### config.mk
export PLATFORM = sky130hd
export DESIGN_NAME = pixel_stream_sequencer_flat
export DESIGN_NICKNAME = d
export VERILOG_FILES = /design/src/rtl/pixel_stream_sequencer_if.sv /design/src/rtl/pixel_stream_sequencer.sv /design/src/flat_wrapper.sv
export SDC_FILE = /design/constraint.sdc
export NUM_CORES = 1
export LEC_CHECK = 0
export CORE_MARGIN = 2
export CORE_UTILIZATION = 33
export CTS_BUF_LIST = sky130_fd_sc_hd__clkbuf_16
export CTS_CLUSTER_DIAMETER = 150
export CTS_CLUSTER_SIZE = 24
export DETAILED_ROUTE_END_ITERATION = 8
export HOLD_SLACK_MARGIN = 0.03
export SLEW_MARGIN = 0
export SYNTH_ARGS = -nofsm -noshare
export SYNTH_HDL_FRONTEND = slang
export SYNTH_SLANG_ARGS = --single-unit
### constraint.sdc
create_clock -name clk -period 2.1 [get_ports clk]
set_input_delay 0.63 -clock clk [delete_from_list [all_inputs] [get_ports clk]]
set_output_delay 0.63 -clock clk [all_outputs]
set_load 0.05 [all_outputs]
### src/rtl/pixel_stream_sequencer_if.sv
// Bus bundle between the pixel stream sequencer, its image RAM and the kernel units.
// master: sequencer side (drives addresses/broadcast); slave: RAM/kernel/collector side.
// Signals: start, img_addr, img_rdata, pixel_position_or_address, data_out, we,
//          result_valid, busy, done, and hold when SEQ_HOLD_EN is defined.
interface pixel_stream_sequencer_if #(
    parameter int bitSize = 6
);
    logic             start;
    logic [bitSize:0] img_addr;
    logic [7:0]       img_rdata;
    logic [bitSize:0] pixel_position_or_address;
    logic [7:0]       data_out;
    logic             we;
    logic             result_valid;
    logic             busy;
    logic             done;
`ifdef SEQ_HOLD_EN
    logic             hold;

    modport master (
        input  start, img_rdata, hold,
        output img_addr, pixel_position_or_address, data_out,
        output we, result_valid, busy, done
    );
    modport slave (
        output start, img_rdata, hold,
        input  img_addr, pixel_position_or_address, data_out,
        input  we, result_valid, busy, done
    );
`else
    modport master (
        input  start, img_rdata,
        output img_addr, pixel_position_or_address, data_out,
        output we, result_valid, busy, done
    );
    modport slave (
        output start, img_rdata,
        input  img_addr, pixel_position_or_address, data_out,
        input  we, result_valid, busy, done
    );
`endif
endinterface

### src/rtl/pixel_stream_sequencer.sv
// Scans an N*N image RAM, broadcasting each pixel to the kernel units (LOAD), then
// sweeps the addresses again with we=0 and flags each result beat (READOUT).
// Ports: clk, rst (sync, active high), bus (pixel_stream_sequencer_if.master).
// Every address is held for a 2-cycle beat; beats start on cycles with beat_ph=0.
// Optional macro SEQ_HOLD_EN adds bus.hold, which stretches active beats by 2 cycles.
module pixel_stream_sequencer #(
    parameter int N       = 8,
    parameter int bitSize = 6
) (
    input logic                      clk,
    input logic                      rst,
    pixel_stream_sequencer_if.master bus
);
    localparam int               LAST_I = N * N - 1;
    localparam logic [bitSize:0] LAST   = LAST_I[bitSize:0];

    typedef enum logic [2:0] {
        IDLE     = 3'd0,
        PREFETCH = 3'd1,
        LOAD     = 3'd2,
        READOUT  = 3'd3,
        DONE     = 3'd4
    } state_t;

    state_t           state;
    state_t           nxt;
    logic             beat_ph;
    logic             active;
    logic             stall;
    logic             adv;
    logic             last;
    logic [bitSize:0] addr;
    logic [bitSize:0] addr_nxt;
    logic [bitSize:0] fetch;
    logic [7:0]       pix;

    assign active = (state == PREFETCH) || (state == LOAD) || (state == READOUT);

`ifdef SEQ_HOLD_EN
    // Hold is sampled in the first cycle of a beat; when set, the following
    // beat-start edge is skipped, stretching the beat by exactly two cycles.
    logic hold_q;

    always_ff @(posedge clk) begin
        if (rst) hold_q <= 1'b0;
        else     hold_q <= ~beat_ph & bus.hold & active;
    end

    assign stall = hold_q;
`else
    assign stall = 1'b0;
`endif

    // The edge that ends a beat_ph=1 cycle is the beat-start edge.
    assign adv = beat_ph & ~stall;

    always_ff @(posedge clk) begin
        if (rst) state <= IDLE;
        else     state <= nxt;
    end

    always_comb begin
        nxt = state;
        unique case (state)
            IDLE:     if (bus.start && beat_ph) nxt = PREFETCH;
            PREFETCH: if (adv)                  nxt = LOAD;
            LOAD:     if (adv && last)          nxt = READOUT;
            READOUT:  if (adv && last)          nxt = DONE;
            DONE:                               nxt = IDLE;
            default:                            nxt = IDLE;
        endcase
    end

    always_comb begin
        addr_nxt = '0;
        if ((state == LOAD || state == READOUT) && !last)
            addr_nxt = addr + 1'b1;
    end

    // fetch runs one pixel ahead of addr so the RAM word arrives in the 2nd
    // cycle of the beat and is captured into pix on the next beat start.
    always_ff @(posedge clk) begin
        if (rst) begin
            beat_ph <= 1'b0;
            addr    <= '0;
            last    <= 1'b0;
            fetch   <= '0;
            pix     <= '0;
        end else begin
            beat_ph <= ~beat_ph;
            if (adv) begin
                addr <= addr_nxt;
                // Registered terminal compare lines up with the beat-start edge.
                last <= (addr_nxt == LAST);
                unique case (state)
                    PREFETCH, LOAD: begin
                        pix <= bus.img_rdata;
                        if (fetch != LAST) fetch <= fetch + 1'b1;
                    end
                    READOUT: if (last) fetch <= '0;
                    default: fetch <= '0;
                endcase
            end
        end
    end

    assign bus.img_addr = fetch;

    always_comb begin
        bus.we                        = 1'b0;
        bus.pixel_position_or_address = '0;
        bus.data_out                  = '0;
        bus.result_valid              = 1'b0;
        bus.busy                      = (state != IDLE);
        bus.done                      = 1'b0;
        unique case (state)
            LOAD: begin
                bus.we                        = 1'b1;
                bus.pixel_position_or_address = addr;
                bus.data_out                  = pix;
            end
            READOUT: begin
                bus.pixel_position_or_address = addr;
                bus.result_valid              = adv;
            end
            DONE:    bus.done = 1'b1;
            default: ;
        endcase
    end
endmodule

### src/flat_wrapper.sv
// flat-port wrapper written by rule: the top's interface ports become plain ports
module pixel_stream_sequencer_flat 
#(
    parameter int N       = 8,
    parameter int bitSize = 6
)
  (clk, rst, bus_start, bus_img_rdata, bus_img_addr, bus_pixel_position_or_address, bus_data_out, bus_we, bus_result_valid, bus_busy, bus_done);
  pixel_stream_sequencer_if #(.bitSize(bitSize)) bus_i ();
  input logic clk;
  input logic rst;
  input wire logic [$bits(bus_i.start)-1:0] bus_start;
  input wire logic [$bits(bus_i.img_rdata)-1:0] bus_img_rdata;
  output wire logic [$bits(bus_i.img_addr)-1:0] bus_img_addr;
  output wire logic [$bits(bus_i.pixel_position_or_address)-1:0] bus_pixel_position_or_address;
  output wire logic [$bits(bus_i.data_out)-1:0] bus_data_out;
  output wire logic [$bits(bus_i.we)-1:0] bus_we;
  output wire logic [$bits(bus_i.result_valid)-1:0] bus_result_valid;
  output wire logic [$bits(bus_i.busy)-1:0] bus_busy;
  output wire logic [$bits(bus_i.done)-1:0] bus_done;
  assign bus_i.start = bus_start;
  assign bus_i.img_rdata = bus_img_rdata;
  assign bus_img_addr = bus_i.img_addr;
  assign bus_pixel_position_or_address = bus_i.pixel_position_or_address;
  assign bus_data_out = bus_i.data_out;
  assign bus_we = bus_i.we;
  assign bus_result_valid = bus_i.result_valid;
  assign bus_busy = bus_i.busy;
  assign bus_done = bus_i.done;
  pixel_stream_sequencer #(.N(N), .bitSize(bitSize)) u_core (.clk(clk), .rst(rst), .bus(bus_i));
endmodule
==> results.json, run 1 <==
{
  "status": "finished, final reports clean",
  "grt_pass1_wl_um": 6058,
  "ff2ff_path_depth": 5,
  "area_growth_pct": 45.97,
  "synth_fa_ha_area_frac": 0.01735,
  "dieArea_mm2": 0.004917,
  "crit_arrival_ns": 1.39,
  "synth_seq_area_share": 0.3747,
  "die_h_um": 70.12,
  "ant_nets": 0,
  "fin_crit_sh": 0.9611,
  "drv_cap": 0,
  "final_nets": 219,
  "grt_overflow_total": 0,
  "grt_max_degree": 16,
  "crit_chain": "nor2b_1 > buf_4 > and3_1 > buf_12",
  "syn-cell-area_mm2": 0.001443,
  "cts_tree": "done",
  "die_w_um": 70.12,
  "critical_path_required_ns": 1.47,
  "cts_hold_repair.buffers": 0,
  "synth_edf_count": 0,
  "yosysWarnings": 0,
  "wl_per_cell_um": 13.43,
  "crit_type": "reg2out",
  "port_buffers": 36,
  "r2r_start": "u_core.state[1]",
  "clockPowerShare": 0.383,
  "synthXorXnorAreaFrac": 0.02949,
  "drive_gt1_frac": 0.2341,
  "setup_viol": 0,
  "drv_slew": 0,
  "synthArstFlopShare": 0,
  "hp-class": "reg2reg",
  "relSlewSlack": 0.6558,
  "clockRootBuffer": "clkbuf_16",
  "initial_core_util": 0.3360,
  "cts_max_level": 1,
  "pwr-share-comb": 0.145,
  "layout_commonest_cell": "dfxtp_1",
  "intPower_mw": 0.8508,
  "path_delay_family": "simple AND/OR/NAND/NOR gates",
  "syn-num-nets": 182,
  "core_area_mm2": 0.004294,
  "rsz0062_at_grt": "false",
  "synth_compound_area_frac": 0.1535,
  "hold_viol": 0,
  "num_vias": 1326,
  "first_pass_iters": 4,
  "final.setup_skew_ns": 0.004707,
  "antenna_found_initial": 0,
  "crit_slowest_cell": "dfxtp_2",
  "p_sw_mw": 0.2916,
  "tightestPinTransition_ns": 0.5116,
  "worstSetupStartpointType": "flop",
  "min_period_ns": 2.018,
  "diodes": 0,
  "muxShareOfSynthArea": 0.07025,
  "most-common-layout-cells": "25 x dfxtp_1, 18 x buf_12, 17 x nor2_1",
  "synth_top_family_by_area": "simple AND/OR/NAND/NOR gates",
  "numCtsBuffers": 3,
  "hpwl_um": 2516,
  "power_frac_seq": 0.471,
  "crit_start": "u_core.state[1]",
  "clock_sinks": 27,
  "powerDensity_mw_per_mm2": 542.5,
  "via_per_inst": 5.160,
  "critical-path-max-stage-delay_ns": 0.38,
  "max_freq_mhz": 495.4,
  "synthCells": 169,
  "wl_um": 3452,
  "path_buf_inv": 2,
  "synth.distinct_cells": 46,
  "place_congestion": 0.8182,
  "drc_errors": 0,
  "whs_path_depth": 2,
  "ir_drop_mv": 0.4639,
  "min-delay-start": "u_core.pix[3]",
  "switching_share": 0.2553,
  "clk_latency_ns": 0.26,
  "grt.total_usage": 0.1513,
  "yosys.area_share.simple": 0.3070,
  "path_clk_slew_ns": 0.07,
  "hold_ws_ns": 0.4888,
  "std_cell_rows": 24,
  "end_kind": "output pin",
  "path_max_fanout": 14,
  "clockBufferDepth": 2,
  "grt_pass1_vias": 1298,
  "drt-initial-drc-count": 94,
  "avgSynthCellArea_um2": 8.536,
  "ys_ff_latch": 27,
  "cp_num_cells": 4,
  "fin_tns_setup_ns": 0,
  "num_io_pins": 37,
  "p_leak_nw": 0.8072,
  "synth_flop_cell": "dfxtp_1"
}
==> layer usage <==
layer	vias to the layer above	part of all wire	global-route usage
met4	0	0.0096	0.04701
met3	4	0.037	0.03752
li1	683	-	-
met5	-	0	0
met2	25	0.44	0.2265
met1	614	0.52	0.2142
==> area by class of cell <==
class / count / area (um^2)
repair buffers: 42 / 565.5
fillers: 410 / 2188
clock inverters: 1 / 5.005
flip-flops and latches: 27 / 543.0
well taps: 52 / 65.06
clock buffers: 3 / 75.07
multi-input cells: 127 / 833.3
inverters: 5 / 18.77
==> power groups by stage <==
stage	logic (mW)	clock network [mW]	registers, mW
after floorplan	0.113	0	0.545
after global placement	0.164	0	0.550
after detailed placement	0.165	0	0.549
after CTS	0.166	0.446	0.538
after global routing	0.182	0.466	0.540
final	0.166	0.438	0.539
==> flip-flops by register name, indices dropped and copies added, names as in the netlist <==
signal and count:
u_core.last 1, u_core.adv 1, u_core.bus.img_addr 7, u_core.state 3, u_core.addr 7, u_core.pix 8
==> final timing paths <==
| kind | end | slack, ns |
|---|---|---|
| max | bus_data_out[0] | 0.08 |
| min | u_core.pix[3] | 0.49 |
| max reg2reg | u_core.bus.img_addr[4] | 0.35 |
| min reg2reg | u_core.pix[3] | 0.49 |
==> per-stage QoR <==
step | std cells | util | total power, mW | worst slack (ns) | cell area (um^2)
floorplan | 169 | - | 0.6584 | 0.1010 | 1443
global placement | 253 | 0.4712 | 0.7139 | 0.2881 | 2023
detailed placement | 253 | 0.4712 | 0.7142 | 0.2549 | 2023
CTS | 257 | 0.4898 | 1.149 | 0.01212 | 2103
global route | 257 | 0.4904 | 1.188 | 0.008164 | 2106
finish | 257 | 0.4904 | 1.142 | 0.08161 | 2106
==> repair_timing <==
action                                  in CTS  in global routing
gates resized for setup                      0                  3
endpoints found under the setup margin       0                 14
setup buffers                                0                  0
==> worst register-to-register path, stage by stage, from the launching register on <==
cell	delay, ns
dfxtp_2	0.38
buf_4	0.14
or3b_1	0.46
o21ai_1	0.32
nor2_1	0.09
a311oi_1	0.26
==> Yosys cell counts (all sizes together) (5+ instances only) <==
cell | number | area share
a21oi | 12 | 0.044
and2 | 7 | 0.030
and3 | 12 | 0.052
clkbuf | 7 | 0.018
dfxtp | 27 | 0.37
inv | 5 | 0.013
mux2i | 9 | 0.062
nand2 | 7 | 0.018
nand3 | 9 | 0.031
nor2 | 17 | 0.044
nor3 | 5 | 0.029
o21ai | 9 | 0.031
==> logic make-up (layout without fill, tap and decap cells) <==
| group | Yosys count | after routing |
|---|---|---|
| xor+xnor | 4 | 4 |
| mux | 10 | 10 |
| buf+inv | 15 | 51 |
| simple gates | 76 | 76 |
| flops | 27 | 27 |
| fa+ha+maj | 2 | 2 |
| compound gates | 35 | 35 |
Power figures use the tool's default switching activity.
==> inputs of run 2 (changes only) <==
CORE_UTILIZATION = 48   (was 33)
PLACE_DENSITY = 0.79   (was unset)
==> run 2 against run 1 <==
Compared with the run above:
- the run now ends with DRC left
- global-route usage is 8.2 points higher
- sequential share of layout area is 0.42 points higher
- worst hold slack improved by 0.0065 ns
- clock-buffer cell count did not move
- power decreased by 0.59%
- register-to-register slack improved by 0.03 ns
- via count rose by 6.3%
- first-iteration DRC count is 16% lower
- core utilization increased by 25 points
- non-clock buffer count down 1
- clock skew fell by 0.0023 ns
- largest cell class unchanged
- die area decreased by 30%
==> results.json, run 2 (same netlist as run 1, synthesis figures left out) <==
{
  "cts_max_level": 1,
  "end_kind": "output pin",
  "grt_pass1_wl_um": 6258,
  "ant_nets": 0,
  "core_area_mm2": 0.002805,
  "clockRootBuffer": "clkbuf_16",
  "hold_ws_ns": 0.4953,
  "most-common-layout-cells": "25 x dfxtp_1, 18 x buf_12, 17 x nor2_1",
  "drv_cap": 0,
  "drv_slew": 0,
  "clk_latency_ns": 0.26,
  "die_w_um": 58.82,
  "path_clk_slew_ns": 0.07,
  "fillers": 211,
  "cts_tree": "done",
  "rsz0062_at_grt": "false",
  "setup_viol": 0,
  "tightestPinTransition_ns": 0.4964,
  "critical_path_required_ns": 1.47,
  "relSlewSlack": 0.6680,
  "violations": "DRC",
  "hp-class": "reg2reg",
  "largest_reg_flops": 8,
  "via_per_inst": 6.000,
  "max_freq_mhz": 501.7,
  "postCtsSetupBuffers": 0,
  "final.setup_skew_ns": 0.002401,
  "r2r_slack_ns": 0.38,
  "grt.total_usage": 0.2330,
  "fin_tns_setup_ns": 0,
  "cts_hold_repair.buffers": 0,
  "area_growth_pct": 43.63,
  "die_h_um": 58.82,
  "dp.cells": 231,
  "grt_overflow_total": 0,
  "first_pass_iters": 6,
  "num_vias": 1410,
  "endpoint": "bus_data_out[6]",
  "diodes": 0,
  "std_cell_rows": 19,
  "drt-initial-drc-count": 79,
  "place_congestion": 0.9611,
  "antenna_found_initial": 0,
  "layout_commonest_cell": "dfxtp_1",
  "grt_use_met1": 0.2933,
  "wl_um": 3725,
  "met2_usage": 0.3873,
  "fin_crit_sh": 0.9492,
  "initial_core_util": 0.5143,
  "r2r-end": "u_core.pix[1]",
  "clock_sinks": 27,
  "path_max_fanout": 14,
  "p_leak_nw": 0.8020,
  "clockBufferDepth": 2,
  "r2r_start": "u_core.adv",
  "drc_errors": 1,
  "regMostFlops": "u_core.pix",
  "drive_gt1_frac": 0.2255,
  "status": "finished with violations",
  "wl_per_cell_um": 15.85,
  "hold_viol": 0,
  "crit_arrival_ns": 1.36,
  "final_cells": 235,
  "crit_start": "u_core.state[2]",
  "powerDensity_mw_per_mm2": 548.1,
  "final_nets": 218,
  "ir_drop_mv": 0.3574,
  "grt_max_degree": 16,
  "ff2ff_path_depth": 4,
  "port_buffers": 36,
  "hpwl_um": 2703,
  "numCtsBuffers": 3,
  "crit_type": "reg2out",
  "num_io_pins": 37,
  "grt_pass1_vias": 1379,
  "grtUsageMet3": 0.05055,
  "min_period_ns": 1.993,
  "grt-busiest-layer": "met2",
  "worstSetupStartpointType": "flop",
  "dieArea_mm2": 0.003460
}
## run 2: final cells by class
cell class | count | area [um^2] | share of cell area
Tap cell | 31 | 38.79 | 0.01872
Clock inverter | 1 | 5.005 | 0.002415
Multi-Input combinational cell | 127 | 833.3 | 0.4022
Clock buffer | 3 | 75.07 | 0.03623
Inverter | 5 | 18.77 | 0.009058
Sequential cell | 27 | 543.0 | 0.2621
Timing Repair Buffer | 41 | 558.0 | 0.2693
## run 2: critical path, stage by stage, from the launching register on
cell and delay, ns:
dfxtp_1 0.46, nor2b_1 0.08, buf_4 0.18, and3_1 0.22, buf_12 0.15
## run 2: through the flow
step,instance area (um^2),worst slack [ns],utilization,total power [mW]
2_1_floorplan,1443,0.1010,-,0.6584
3_3_place_gp,1989,0.2328,0.7092,0.7068
3_5_place_dp,1989,0.2163,0.7092,0.7113
4_1_cts,2069,0.02343,0.7377,1.134
5_1_grt,2072,0.02211,0.7386,1.172
6_report,2072,0.1067,0.7386,1.136
## run 2: worst min-delay path by stage
stage | startpoint | to | cells past startpoint
6_report | u_core.pix[0] | u_core.pix[0] | 2
5_1_grt | u_core.pix[0] | u_core.pix[0] | 2
4_1_cts | u_core.pix[0] | u_core.pix[0] | 2
3_5_place_dp | u_core.pix[7] | u_core.pix[7] | 2
3_3_place_gp | u_core.pix[7] | u_core.pix[7] | 2
2_1_floorplan | u_core.pix[1] | u_core.pix[1] | 2
## run 2: power by group
group | internal (mW) | leakage (nW) | total (mW) | switching (mW)
clock network | 0.257 | 0.0409 | 0.433 | 0.176
registers | 0.525 | 0.219 | 0.542 | 0.0166
logic | 0.0671 | 0.542 | 0.161 | 0.0936
total | 0.849 | 0.802 | 1.14 | 0.286
## run 2: what timing repair did
action	in CTS	in global routing
endpoints found under the hold margin	0	0
setup endpoints to repair	0	8
resized for setup	0	2
## run 2: routing by layer
| metal | part of all wire | wire (um) | vias up |
|---|---|---|---|
| met3 | 0.086 | 319 | 8 |
| met2 | 0.49 | 1809 | 62 |
| li1 | - | - | 684 |
| met1 | 0.41 | 1528 | 656 |
| met4 | 0.018 | 68 | 0 |
| met5 | 0 | 0 | - |
